## src/rtl/bus_arbiter.sv

```systemverilog
// Two-master round-robin arbiter for the shared ADS bus with
// tenure preemption and split-transaction parking.
module bus_arbiter #(
    parameter int HOLD_MAX = 16,
    parameter int CNT_W    = 8
) (
    input  logic       clk,
    input  logic       reset,
    input  logic       m1_request,
    input  logic       m2_request,
    input  logic       split_req,
    input  logic       split_ready,
    output logic       m1_grant,
    output logic       m2_grant,
    output logic       bus_busy,
    output logic [1:0] owner,
    output logic       split_pending,
    output logic [1:0] split_master,
    output logic       preempt
);

    typedef enum logic [1:0] {
        IDLE   = 2'd0,
        M1_OWN = 2'd1,
        M2_OWN = 2'd2
    } state_t;

    localparam logic [CNT_W-1:0] CNT_MAX = CNT_W'(HOLD_MAX - 1);

    state_t           state, state_nx;
    logic [CNT_W-1:0] cnt, cnt_nx;
    logic             last_m2, last_m2_nx;
    logic             sp, sp_nx;
    logic [1:0]       sm, sm_nx;

    logic m1_elig, m2_elig;
    logic resume1, resume2;
    logic own_req, other_elig;

    // A parked master stays ineligible until the slave signals ready.
    assign m1_elig = m1_request & ~(sp & (sm == 2'd1) & ~split_ready);
    assign m2_elig = m2_request & ~(sp & (sm == 2'd2) & ~split_ready);

    assign resume1 = sp & split_ready & (sm == 2'd1) & m1_request;
    assign resume2 = sp & split_ready & (sm == 2'd2) & m2_request;

    assign own_req    = (state == M1_OWN) ? m1_request : m2_request;
    assign other_elig = (state == M1_OWN) ? m2_elig : m1_elig;

    always_ff @(posedge clk or posedge reset) begin
        if (reset) begin
            state   <= IDLE;
            cnt     <= '0;
            last_m2 <= 1'b1;
            sp      <= 1'b0;
            sm      <= 2'd0;
        end else begin
            state   <= state_nx;
            cnt     <= cnt_nx;
            last_m2 <= last_m2_nx;
            sp      <= sp_nx;
            sm      <= sm_nx;
        end
    end

    always_comb begin
        state_nx   = state;
        cnt_nx     = cnt;
        last_m2_nx = last_m2;
        sp_nx      = sp;
        sm_nx      = sm;
        preempt    = 1'b0;
        unique case (state)
            IDLE: begin
                cnt_nx = '0;
                // Ready clears the record whether the master resumes or
                // has abandoned its request.
                if (sp & split_ready) begin
                    sp_nx = 1'b0;
                    sm_nx = 2'd0;
                end
                if (resume1) begin
                    state_nx = M1_OWN;
                end else if (resume2) begin
                    state_nx = M2_OWN;
                end else if (m1_elig & m2_elig) begin
                    state_nx = last_m2 ? M1_OWN : M2_OWN;
                end else if (m1_elig) begin
                    state_nx = M1_OWN;
                end else if (m2_elig) begin
                    state_nx = M2_OWN;
                end
                if (state_nx == M1_OWN) last_m2_nx = 1'b0;
                if (state_nx == M2_OWN) last_m2_nx = 1'b1;
            end
            M1_OWN, M2_OWN: begin
                if (split_req & ~sp) begin
                    sp_nx    = 1'b1;
                    sm_nx    = state;
                    state_nx = IDLE;
                end else if (!own_req) begin
                    state_nx = IDLE;
                end else if (cnt == CNT_MAX && other_elig) begin
                    state_nx = IDLE;
                    preempt  = 1'b1;
                end else if (cnt != CNT_MAX) begin
                    cnt_nx = cnt + 1'b1;
                end
            end
            default: state_nx = IDLE;
        endcase
    end

    assign m1_grant      = (state == M1_OWN);
    assign m2_grant      = (state == M2_OWN);
    assign bus_busy      = m1_grant | m2_grant;
    assign owner         = state;
    assign split_pending = sp;
    assign split_master  = sm;

endmodule

```

## config.mk

```make
export PLATFORM = sky130hd
export DESIGN_NAME = bus_arbiter
export DESIGN_NICKNAME = d
export VERILOG_FILES = /design/src/rtl/bus_arbiter.sv
export SDC_FILE = /design/constraint.sdc
export NUM_CORES = 1
export LEC_CHECK = 0
export ABC_AREA = 1
export ABC_CLOCK_PERIOD_IN_PS = 1800
export CAP_MARGIN = 15
export CORE_UTILIZATION = 52
export CTS_CLUSTER_SIZE = 24
export DETAILED_ROUTE_END_ITERATION = 7
export GPL_TIMING_DRIVEN = 0
export MAX_ROUTING_LAYER = met4
export PLACE_DENSITY = 0.76
export SLEW_MARGIN = 15
export SYNTH_ARGS = -nofsm -noshare
export SYNTH_HDL_FRONTEND = slang
export SYNTH_SLANG_ARGS = --single-unit
```

## constraint.sdc

```tcl
create_clock -name clk -period 1.8 [get_ports clk]
set_input_delay 0.36 -clock clk [delete_from_list [all_inputs] [get_ports clk]]
set_output_delay 0.36 -clock clk [all_outputs]
set_load 0.05 [all_outputs]
```

==> flow_summary_export.csv <==
group,metric,value,unit
sta,timing.final.hold_violations,0,
route,detail_route.iter0.violations,20,
global_routing,grt_antenna_before_repair,0,
global_routing,grt_max_degree,15,
critical_path,timing.critical_path.max_delay_family,"simple AND/OR/NAND/NOR gates",
place,post-place-ws,-0.852,ns
sta,setup_repair_after_global_routing_missed_its_margin,"true",
sta,fin_worst_hold_slack,0.419,ns
critical_path,critical_path.slowest_cell,"dfrtp_1",
sta,timing.final.setup_violations,1,
route,antenna_violating_nets_post_route,0,
place,post-place-cells,170,
critical_path,critical_path.cell_chain,"ha_2 > nand3_4 > nor2_4 > nand3_4 > nor3_4 > buf_6",
final_layout,cell_count_final_fillers_out,189,
global_routing,globalRoute.totalOverflow,0,
clock_network,cts.root.buffer_cell,"clkbuf_4",
power,share_clk_of_total_power,10.3,%
critical_path,worstPathRequired,1.44,ns
critical_path,critical_path.most_common_cell,"nand3_4",
critical_path,reg2reg_to,"last_m2$_DFFE_PP1P_",
sta,fin_crit_share,109,%
clock_network,cts.clk_slew.worst_paths,0.10,ns
sta,max_freq,508,MHz
route,routed_wirelength,2490,um
final_layout,layout.cells.most_common_list,"24 x nand2_1, 18 x nand3_1, 15 x inv_1, 15 x buf_4",
die,num_io_pins,15,
power,leakage,0.000695,uW
power,power_switching_share,52.9,%
clock_network,cts_tree,"done",
critical_path,crit_path_max_incr_delay,0.37,ns
critical_path,setup.reg_to_reg.worst_slack,0.09,ns
clock_network,cts_buffers,3,
synth,synth_warnings,0,
critical_path,worst_ep_arrival_time,1.61,ns
place,placement.io_buffers,14,
critical_path,ff2ff_path_depth,13,
final_layout,syn2layout_area_growth,41.9,%
final_layout,drive_gt1_share,35.4,%
critical_path,critPathLaunchType,"flop",
synth,synth_area_per_cell,7.39,um2
critical_path,critPathMaxFanout,2,
synth,number_of_flip_flops_and_latches_in_the_synthesized_netlist,14,
place,finalWeightedCongestion,0.794,
critical_path,worst_r2r_startpoint,"split_pending$_DFFE_PP0P_",
power,max-vdd-ir-drop,0.00142,V
global_routing,number_of_global_route_vias_before_repair,873,
synth,synth_seq_area_share,36.3,%
clock_network,htreeDepth,1,
route,detailroute.via_count,971,
synth,synthesized_netlist_cell_count,131,
route,post-route-drc-count,0,
final_layout,layout_commonest_cell,"nand2_1",
global_routing,globalRouteTotalUtil,27.1,%
sta,worst_slew_pin_slew,0.558,ns
power,combinationalPowerShare,66.7,%
synth,netlist_area_before_placement,968,um2
synth,netlist-cell-type-count,20,
flow_run,maxCapViolations,0,
sta,timing.final.crit_period,1.97,ns
power,p_int,1110,uW
route,routed_via_density,5.14,
critical_path,critPathCaptureType,"primary output",
die,initial_utilization,56.1,%
worst_hold_path,min-delay-path-class,"input port to asynchronous set/reset pin",
critical_path,cp_num_buf_inv,1,
sta,post-route-worst-setup-slack,-0.168,ns
die,placeableCoreArea,0.00173,mm2
clock_network,cts.sinks,14,
critical_path,criticalPathCategory,"flop to primary output",
final_layout,n_antenna_cell,0,
power,switchingPower,1250,uW
clock_network,clockBufferDepth,2,
sta,report.final.slew_viol_count,0,
die,die_h,45.2,um
clock_network,clk-insertion-delay-late,0.30,ns
global_routing,wire_length_of_the_first_global_routing_pass,3750,um
power,power_per_cell_area,1720,mW/mm2
place,place_hpwl,1630,um
die,fp.dieArea,0.00204,mm2
die,die_w,45.2,um
sta,fin_skew,0.00718,ns
route,drt_pre_antenna_iters,4,
power,pwr-share-seq,23.0,%
synth,synth.net_count,144,
outcome,run_status,"finished, violations left",
route,detail_route.wl_per_cell,13.2,um
outcome,failing_checks,"negative setup slack",
final_layout,fillerInstances,129,
sta,timing.max_slew.rel_slack,62.7,%
die,placement_rows,15,
final_layout,finalNetCount,178,
[how the worst max path moves through the flow]
| stage | from | depth (start not counted) | slack [ns] | to |
|---|---|---|---|---|
| final | cnt[0]$_DFFE_PP0P_ | 6 | -0.17 | preempt |
| after global routing | cnt[4]$_DFFE_PP0P_ | 6 | -0.24 | preempt |
| after CTS | owner[1]$_DFFE_PP0P_ | 7 | -0.13 | preempt |
| after detailed placement | split_ready | 8 | -0.85 | preempt |
| after global placement | split_ready | 8 | -0.78 | preempt |
| after floorplan | owner[0]$_DFFE_PP0P_ | 4 | -0.14 | preempt |
[through the flow]
stage	cell area, um2	utilization (%)	setup TNS, ns	power, uW
2_1_floorplan	1030	-	-0.143	1630
3_3_place_gp	1200	69.5	-1.29	1920
3_5_place_dp	1200	69.5	-1.39	1960
4_1_cts	1300	75.4	-0.194	2250
5_1_grt	1370	79.6	-0.248	2520
6_report	1370	79.6	-0.168	2360
[synthesized netlist by cell type]
cell,n,area share (%)
dfrtp_1,13,34
a31oi_1,1,0.65
inv_2,1,0.39
nand4_1,1,0.65
o21ai_0,3,1.5
nor3_1,1,0.52
ha_1,7,9.0
inv_1,20,7.8
nand3_1,19,9.8
or2_0,1,0.65
a21oi_1,7,3.6
nand3_2,3,3.1
nand2_1,31,12
xnor2_1,1,0.90
nor2_1,11,4.3
nor2_4,3,3.5
dfstp_2,1,2.7
o21ai_1,4,2.1
o21ai_2,1,0.90
nand2_4,2,2.3
[cell type report]
class	count	area (um2)	share of cell area, %
multi-input combinational	96	628	45.7
sequential	14	357	26.0
timing repair buffer	29	240	17.5
inverter	21	81.3	5.92
clock buffer	4	36.3	2.64
tap	25	31.3	2.28
[power groups by stage]
stage          logic, uW  clock network [uW]  registers [uW]
5_1_grt             1710                 263             556
3_3_place_gp        1360                   0             562
2_1_floorplan        909                   0             718
6_report            1580                 242             544
3_5_place_dp        1390                   0             566
4_1_cts             1470                 242             543
[flip-flops by register name (all words and copies together) (netlist names)]
name,cells
owner,2
last_m2,1
cnt,8
split_pending,1
split_master,2
[what timing repair did]
action,CTS,global route
setup buffers,8,7
gates resized for setup,25,16
pin swaps,5,7
gates cloned,0,0
setup endpoints to repair,9,10
hold buffers,0,0
[per-layer routing]
metal / global-route usage [%] / vias up / routed length, um
met3: 3.60 / 4 / 69
met1: 32.5 / 462 / 1140
met5: - / - / 0
li1: - / 486 / -
met4: 10.9 / 0 / 27
met2: 45.5 / 19 / 1250
[kinds of logic after synthesis]
kind of cell	Yosys count	synth area share, %
simple gates	72	36.8
xor+xnor	1	0.905
buf+inv	21	8.14
fa+ha+maj	7	9.04
flops	14	36.3
compound gates	16	8.79
(Power assumes the default switching activity.)
